==> config.mk <==
export PLATFORM = sky130hd
export DESIGN_NAME = alu_mc
export DESIGN_NICKNAME = d
export VERILOG_FILES = /design/src/rtl/alu_mc.sv
export SDC_FILE = /design/constraint.sdc
export NUM_CORES = 1
export LEC_CHECK = 0
export CAP_MARGIN = 20
export CELL_PAD_IN_SITES_DETAIL_PLACEMENT = 0
export CELL_PAD_IN_SITES_GLOBAL_PLACEMENT = 1
export CORE_AREA = 2 2 152 302
export DETAILED_ROUTE_END_ITERATION = 10
export DIE_AREA = 0 0 154 304
export GPL_TIMING_DRIVEN = 0
export PLACE_DENSITY = 0.77
export SETUP_SLACK_MARGIN = 0.1
export SYNTH_ARGS = -nofsm -noshare
export SYNTH_HDL_FRONTEND = slang
export SYNTH_SLANG_ARGS = --single-unit
==> constraint.sdc <==
create_clock -name clk -period 5.8 [get_ports clk]
set_clock_uncertainty 0.2 [all_clocks]
set_input_delay 0.87 -clock clk [delete_from_list [all_inputs] [get_ports clk]]
set_output_delay 0.87 -clock clk [all_outputs]
set_load 0.02 [all_outputs]
==> src/rtl/alu_mc.sv <==
// Multi-cycle EX-stage ALU: single-cycle logic/arith plus iterative unsigned MULU/DIVU behind valid/ready.
// Optional overflow output is built only when ALU_OVERFLOW_EN is defined.
module alu_mc #(
    parameter int unsigned WIDTH = 32
) (
    input  logic             clk,
    input  logic             rst,
    input  logic [3:0]       alu_control,
    input  logic [WIDTH-1:0] a,
    input  logic [WIDTH-1:0] b,
    input  logic             in_valid,
    output logic             in_ready,
    output logic             out_valid,
    input  logic             out_ready,
    output logic [WIDTH-1:0] result,
    output logic [WIDTH-1:0] hi,
    output logic             zero
`ifdef ALU_OVERFLOW_EN
    ,
    output logic             overflow
`endif
);

    localparam int unsigned CW = $clog2(WIDTH);

    localparam logic [3:0] OP_AND  = 4'b0000;
    localparam logic [3:0] OP_OR   = 4'b0001;
    localparam logic [3:0] OP_ADD  = 4'b0010;
    localparam logic [3:0] OP_MULU = 4'b0011;
    localparam logic [3:0] OP_DIVU = 4'b0100;
    localparam logic [3:0] OP_SLTU = 4'b0101;
    localparam logic [3:0] OP_SUB  = 4'b0110;
    localparam logic [3:0] OP_SLT  = 4'b0111;

    typedef enum logic [1:0] {IDLE, BUSY, DONE} state_t;

    state_t           state, state_nxt;
    logic             is_mul_q;
    logic [WIDTH-1:0] acc_q, wrk_q, opd_q;
    logic [CW-1:0]    cnt_q;

    logic             accept_c, multi_c, last_c;
    logic [WIDTH-1:0] sum_c, diff_c, sc_res_c, sc_hi_c;
    logic [WIDTH-1:0] step_acc_c, step_wrk_c;
    logic [WIDTH:0]   mul_sum_c, div_sh_c, div_diff_c;
`ifdef ALU_OVERFLOW_EN
    logic             sc_ovf_c;
`endif

    assign in_ready  = (state == IDLE);
    assign out_valid = (state == DONE);
    assign accept_c  = in_valid & in_ready;
    // DIVU by zero is resolved immediately and never enters the iterative path
    assign multi_c   = (alu_control == OP_MULU) || ((alu_control == OP_DIVU) && (b != '0));
    assign last_c    = (cnt_q == CW'(WIDTH - 1));

    always_ff @(posedge clk or posedge rst) begin
        if (rst) state <= IDLE;
        else     state <= state_nxt;
    end

    always_comb begin
        state_nxt = state;
        case (state)
            IDLE:    if (accept_c) state_nxt = multi_c ? BUSY : DONE;
            BUSY:    if (last_c) state_nxt = DONE;
            DONE:    if (out_ready) state_nxt = IDLE;
            default: state_nxt = IDLE;
        endcase
    end

    // Single-cycle result, taken straight from the request operands
    always_comb begin
        sum_c    = a + b;
        diff_c   = a - b;
        sc_res_c = '0;
        sc_hi_c  = '0;
        case (alu_control)
            OP_AND:  sc_res_c = a & b;
            OP_OR:   sc_res_c = a | b;
            OP_ADD:  sc_res_c = sum_c;
            OP_SUB:  sc_res_c = diff_c;
            OP_SLT:  sc_res_c = WIDTH'($signed(a) < $signed(b));
            OP_SLTU: sc_res_c = WIDTH'(a < b);
            OP_DIVU: begin
                sc_res_c = '1;
                sc_hi_c  = a;
            end
            default: ;
        endcase
    end

`ifdef ALU_OVERFLOW_EN
    always_comb begin
        sc_ovf_c = 1'b0;
        if (alu_control == OP_ADD)
            sc_ovf_c = (a[WIDTH-1] == b[WIDTH-1]) && (sum_c[WIDTH-1] != a[WIDTH-1]);
        else if (alu_control == OP_SUB)
            sc_ovf_c = (a[WIDTH-1] != b[WIDTH-1]) && (diff_c[WIDTH-1] != a[WIDTH-1]);
    end
`endif

    // One iteration: {acc,wrk} is the product (MULU) or {remainder,quotient} (DIVU)
    always_comb begin
        mul_sum_c  = {1'b0, acc_q} + (wrk_q[0] ? {1'b0, opd_q} : '0);
        div_sh_c   = {acc_q, wrk_q[WIDTH-1]};
        div_diff_c = div_sh_c - {1'b0, opd_q};
        step_acc_c = '0;
        step_wrk_c = '0;
        if (is_mul_q) begin
            step_acc_c = mul_sum_c[WIDTH:1];
            step_wrk_c = {mul_sum_c[0], wrk_q[WIDTH-1:1]};
        end else if (!div_diff_c[WIDTH]) begin
            step_acc_c = div_diff_c[WIDTH-1:0];
            step_wrk_c = {wrk_q[WIDTH-2:0], 1'b1};
        end else begin
            step_acc_c = div_sh_c[WIDTH-1:0];
            step_wrk_c = {wrk_q[WIDTH-2:0], 1'b0};
        end
    end

    always_ff @(posedge clk or posedge rst) begin
        if (rst) begin
            result   <= '0;
            hi       <= '0;
            zero     <= 1'b1;
            is_mul_q <= 1'b0;
            acc_q    <= '0;
            wrk_q    <= '0;
            opd_q    <= '0;
            cnt_q    <= '0;
`ifdef ALU_OVERFLOW_EN
            overflow <= 1'b0;
`endif
        end else begin
            case (state)
                IDLE: if (accept_c) begin
                    if (multi_c) begin
                        is_mul_q <= (alu_control == OP_MULU);
                        acc_q    <= '0;
                        wrk_q    <= (alu_control == OP_MULU) ? b : a;
                        opd_q    <= (alu_control == OP_MULU) ? a : b;
                        cnt_q    <= '0;
                    end else begin
                        result   <= sc_res_c;
                        hi       <= sc_hi_c;
                        zero     <= (sc_res_c == '0);
`ifdef ALU_OVERFLOW_EN
                        overflow <= sc_ovf_c;
`endif
                    end
                end
                BUSY: begin
                    acc_q <= step_acc_c;
                    wrk_q <= step_wrk_c;
                    cnt_q <= cnt_q + CW'(1);
                    if (last_c) begin
                        result   <= step_wrk_c;
                        hi       <= step_acc_c;
                        zero     <= (step_wrk_c == '0);
`ifdef ALU_OVERFLOW_EN
                        overflow <= 1'b0;
`endif
                    end
                end
                default: ;
            endcase
        end
    end

endmodule

# After elaboration in Yosys (flattened, before gate mapping)
# Cells that the tools add are included.
# Widths: inputs -> output; s select.
[totals] inputBits=72 wordCells=81 out_inout_bits=67 reg_bits=169
[op_classes] n_bitwise=3 n_mux=35 addsub=5 n_eq_ne=15 n_reduce_logical=12 n_lt_le_gt_ge=2
[ops] cell="$mux 32" count=17
[ops] cell="$pmux 32 s2" count=4
[ops] cell="$pmux 32 s7" count=1
[ops] cell="$logic_not 32->1" count=2
[ops] cell="$lt 32x32->1" count=2
[ops] cell="$add 32x32->33" count=1
[ops] cell="$sub 33x32->33" count=1
[ops] cell="$add 32x32->32" count=1
[ops] cell="$and 32x32->32" count=1
[ops] cell="$or 32x32->32" count=1
[ops] cell="$reduce_bool 32->1" count=1
[ops] cell="$sub 32x32->32" count=1
[ops] cell="$eq 4x3->1 const B" count=4
[ops] cell="$mux 5" count=2
[ops] cell="$pmux 5 s2" count=1
[ops] cell="$reduce_and 3->1" count=3
[ops] cell="$eq 4x2->1 const B" count=2
[ops] cell="$mux 2" count=4
[ops] cell="$ne 2x1->1 const B" count=3
[ops] cell="$pmux 2 s3" count=1
[ops] cell="$add 5x1->5 const B" count=1
[ops] cell="$eq 5x5->1 const B" count=1
[ops] cell="$eq 4x1->1 const B" count=1
[ops] cell="$logic_not 4->1" count=1
[ops] cell="11 further kinds" count=15

# Longest topological paths before layout
[logic_depth] word_depth=6 ltp_mapped=17 mapped_depth_nobuf=15

# Worst setup path before layout
# No wires, ideal clock.
[synth_path] kind="input to register" startpoint="input a[0]" endpoint="register zero" arrival_time_ns=4.015 path_slack_ns=1.499 n_path_buf=0 setup_ns=0.086 cell_stages=14 t_required_ns=5.514 path_cell_list="ha_1 inv_1 fa_1 nand2b_1 o2bb2ai_1 o21ai_2 a31oi_1 o31ai_1 xnor2_1 o221ai_1 or4b_1 nor4_2 nand4_1 o31ai_2"
[synth_via] elab_chain_len=6 word_cells_on_any_way=11
[synth_rtl] element="from (decl)" line_no="9" text="input logic [WIDTH-1:0] a,"
[synth_rtl] element="$sub 32x32->32, or another cell as far along" line_no="75" text="diff_c = a - b;"
[synth_rtl] element="$pmux 32 s7 (*)" line_no="78" text="case (alu_control)"
[synth_rtl] element="$logic_not 32->1 (*)" line_no="147" text="zero <= (sc_res_c == '0);"
[synth_rtl] element="$mux 1 (*)" line_no="138" text="if (multi_c) begin"
[synth_rtl] element="$mux 1 (*)" line_no="137" text="IDLE: if (accept_c) begin"
[synth_rtl] element="$pmux 1 s2 (*)" line_no="136" text="case (state)"
[synth_rtl] element="to (signal assigned)" line_no="147"
[synth_rtl] element="to (signal assigned)" line_no="160" text="zero <= (step_wrk_c == '0);"
[synth_rtl] element="to (decl)" line_no="17" text="output logic zero"
# Every way passes the cells marked *; elsewhere a longest branch is shown, timed or not. The select of a mux whose other input is x is not followed.
# A chain may end at the register's enable or synchronous reset.

# Final worst setup path
# Ends and elaborated chain as after synthesis.

==> flow_summary.ini <==
[run_status]
status = complete, no violations

[routing]
vias = 19140
drt-initial-drc-count = 1831
drtAntennaViolNets = 0
drc_errors = 0
dr.pass1.iters = 5
wl_per_cell_um = 24.68
routed_wl_um = 76620
vias_per_cell = 6.164

[critical_path]
critPathCaptureType = flop
worstPathMaxFanout = 6
reg2reg_depth = 16
critPathArrivalTime_ns = 5.64
critPathKind = input pin to flop
cp-start-kind = input pin
required_ns = 5.97

[layout]
area_delta_synth_final_pct = 15.62
final_common_cell = nand2_1
stdcell_area_mm2 = 0.02037
drive_gt1_share_pct = 3.656
final_nets = 2772
fill_cells = 4638
final_cell_mix = nand2_1 (341), nor2_1 (252), dfrtp_1 (168)

[global_routing]
met1_usage_pct = 42.67
top_usage_layer = met2
grtUsageMet2_pct = 51.54
grt_pass1_vias = 18250
gr-total-overflow = 0
antenna_found_initial = 0
grt_start_max_net_pins = 106
grt_usage_pct = 32.10
grt_pass1_wl_um = 114200
gr-usage-met3_pct = 3.859

[job]
maxCapViolCount = 0

[die]
num_rows = 110
chipHeight_um = 304
die_w_um = 154
dieArea_mm2 = 0.04682
core_mm2 = 0.04473
ioPinCount = 139
start_util_pct = 39.38

[yosys]
syn_area_mm2 = 0.01762
synthFlopType = dfrtp_1
syn_area_per_cell_um2 = 7.426
synth_edf_count = 0
postSynthCellCount = 2372
synth.net_count = 2613
async_flop_share_pct = 100.0
synth_cell_types = 90
ys_seq_area_share_pct = 24.01
ys_ff_latch = 169
synth_warnings = 0

[placement]
dp_hpwl_um = 59510
gp_congestion = 0.9377
portBuffers = 138
dpl_cell_area_mm2 = 0.01974

[clock_network]
clock_sinks = 169
clockBufferDepth = 2
clk_pin_slew_ns = 0.08
clk_latency_ns = 0.46
cts_max_level = 4
root_buffer = clkbuf_16
numCtsBuffers = 17
cts-hold-fix-buffers = 0
cts_tree = done

[timing]
rsz0062_at_grt = no
fin_crit_sh_pct = 94.25
min_period_ns = 5.467
tightest_slew_ns = 1.086
setup-violations-final = 0
timing.fmax_mhz = 182.9
relSlewSlack_pct = 26.58
setup_tns_ns = 0
hold_viol_final = 0
finalMaxSlewViolations = 0

[pwr]
powerDensity_mw_per_mm2 = 451.1
p_leak_nw = 9.191
vdd_drop_max_mv = 0.2538

[worst_hold_path]
worst_hold_path_type = flop to flop
min_path_cells = 1
[synthesized netlist by cell type, drive strengths merged, types with 22 or more instances]
cell	count	area [um^2]
nor2	252	945.9
nand2b	32	200.2
nand4	23	143.9
a311o	22	220.2
a211oi	32	252.7
a31oi	64	400.4
o21bai	22	165.2
and2	43	269.0
o211ai	36	270.3
o21ai	159	803.3
ha	165	2064
o21a	23	172.7
a21oi	160	804.5
nand2	341	1280
o22ai	39	244.0
a21o	55	412.9
xnor2	36	315.3
nor4	32	212.7
dfrtp	168	4204
inv	150	563.0
nand3	27	140.1
mux2i	50	500.5
clkbuf	124	465.5
xor2	27	244.0
nor3	37	185.2
[power by group]
| group | internal, mW | leakage (nW) | switching (mW) |
|---|---|---|---|
| sequential | 1.73 | 2.03 | 0.588 |
| clock | 0.668 | 0.305 | 0.591 |
| combinational | 2.29 | 6.85 | 3.32 |
[critical path, cell delays in order]
cell	delay [ns]
clkdlybuf4s50_1	0.75
ha_1	0.28
inv_1	0.06
fa_1	0.37
nand2b_1	0.16
o2bb2ai_1	0.24
o21ai_2	0.38
a31oi_1	0.26
o31ai_2	0.64
xnor2_1	0.19
o221ai_1	0.26
or4b_1	0.62
nor4_2	0.23
nand4_1	0.14
o31ai_2	0.19
[flip-flops by register name, indices dropped and copies added, names as in the netlist]
signal / count
acc_q: 32
opd_q: 32
zero: 1
hi: 32
state: 2
result: 32
is_mul_q: 1
cnt_q: 5
wrk_q: 32
[routing by layer]
layer / vias to the layer above / part of all wire, %
li1: 8811 / -
met1: 9237 / 42
met2: 913 / 45
met3: 177 / 7.0
met4: 0 / 5.7
met5: - / 0
[cell type report]
| class | instances | area, um^2 | share of cell area, % |
|---|---|---|---|
| inverter | 150 | 570.5 | 2.801 |
| clock buffer | 18 | 439.2 | 2.156 |
| multi-input combinational | 1911 | 12280 | 60.30 |
| buffer | 142 | 553.0 | 2.715 |
| clock inverter | 14 | 176.4 | 0.8662 |
| timing repair buffer | 140 | 1414 | 6.942 |
| tap | 560 | 700.7 | 3.440 |
| antenna | 1 | 2.502 | 0.01229 |
| sequential | 169 | 4230 | 20.77 |
[logic make-up (layout without fill, tap and decap cells)]
family | after synthesis | count (layout) | share of synthesized area [%]
multiplexers | 64 | 64 | 3.736
flip-flops | 169 | 169 | 24.01
other | 0 | 1 | 0
buffers and inverters | 292 | 464 | 6.336
adder cells (fa/ha/maj) | 169 | 169 | 12.17
XOR/XNOR | 63 | 63 | 3.175
AO/OA/AOI/OAI | 744 | 744 | 27.92
AND/OR/NAND/NOR | 871 | 871 | 22.64
[path summary, 6_finish.rpt]
path                       startpoint   endpoint  slack [ns]
min in group asynchronous         rst   acc_q[9]        0.68
max in group asynchronous         rst  wrk_q[28]        3.76
min                            hi[22]     hi[22]        0.31
max reg2reg                 wrk_q[31]      hi[0]        0.92
min reg2reg                    hi[22]     hi[22]        0.31
max                              a[0]       zero        0.33
[through the flow]
step | worst slack (ns) | std cells | total power [mW] | hold slack (ns) | utilization (%)
floorplan | 0.1566 | 2372 | 5.915 | 0.2888 | -
global placement | -2.644 | 3070 | 7.787 | 0.2910 | 44.04
detailed placement | -0.3293 | 3071 | 7.813 | 0.2821 | 44.13
CTS | 0.1351 | 3103 | 9.090 | 0.3147 | 45.50
global route | 0.2007 | 3104 | 9.806 | 0.3363 | 45.53
finish | 0.3333 | 3105 | 9.188 | 0.3107 | 45.53
[repair_timing]
action                                  in CTS  in global routing
endpoints found under the setup margin       0                  1
resized for setup                            0                  1
buffers inserted                             0                  0
Power figures use the tool's default switching activity.
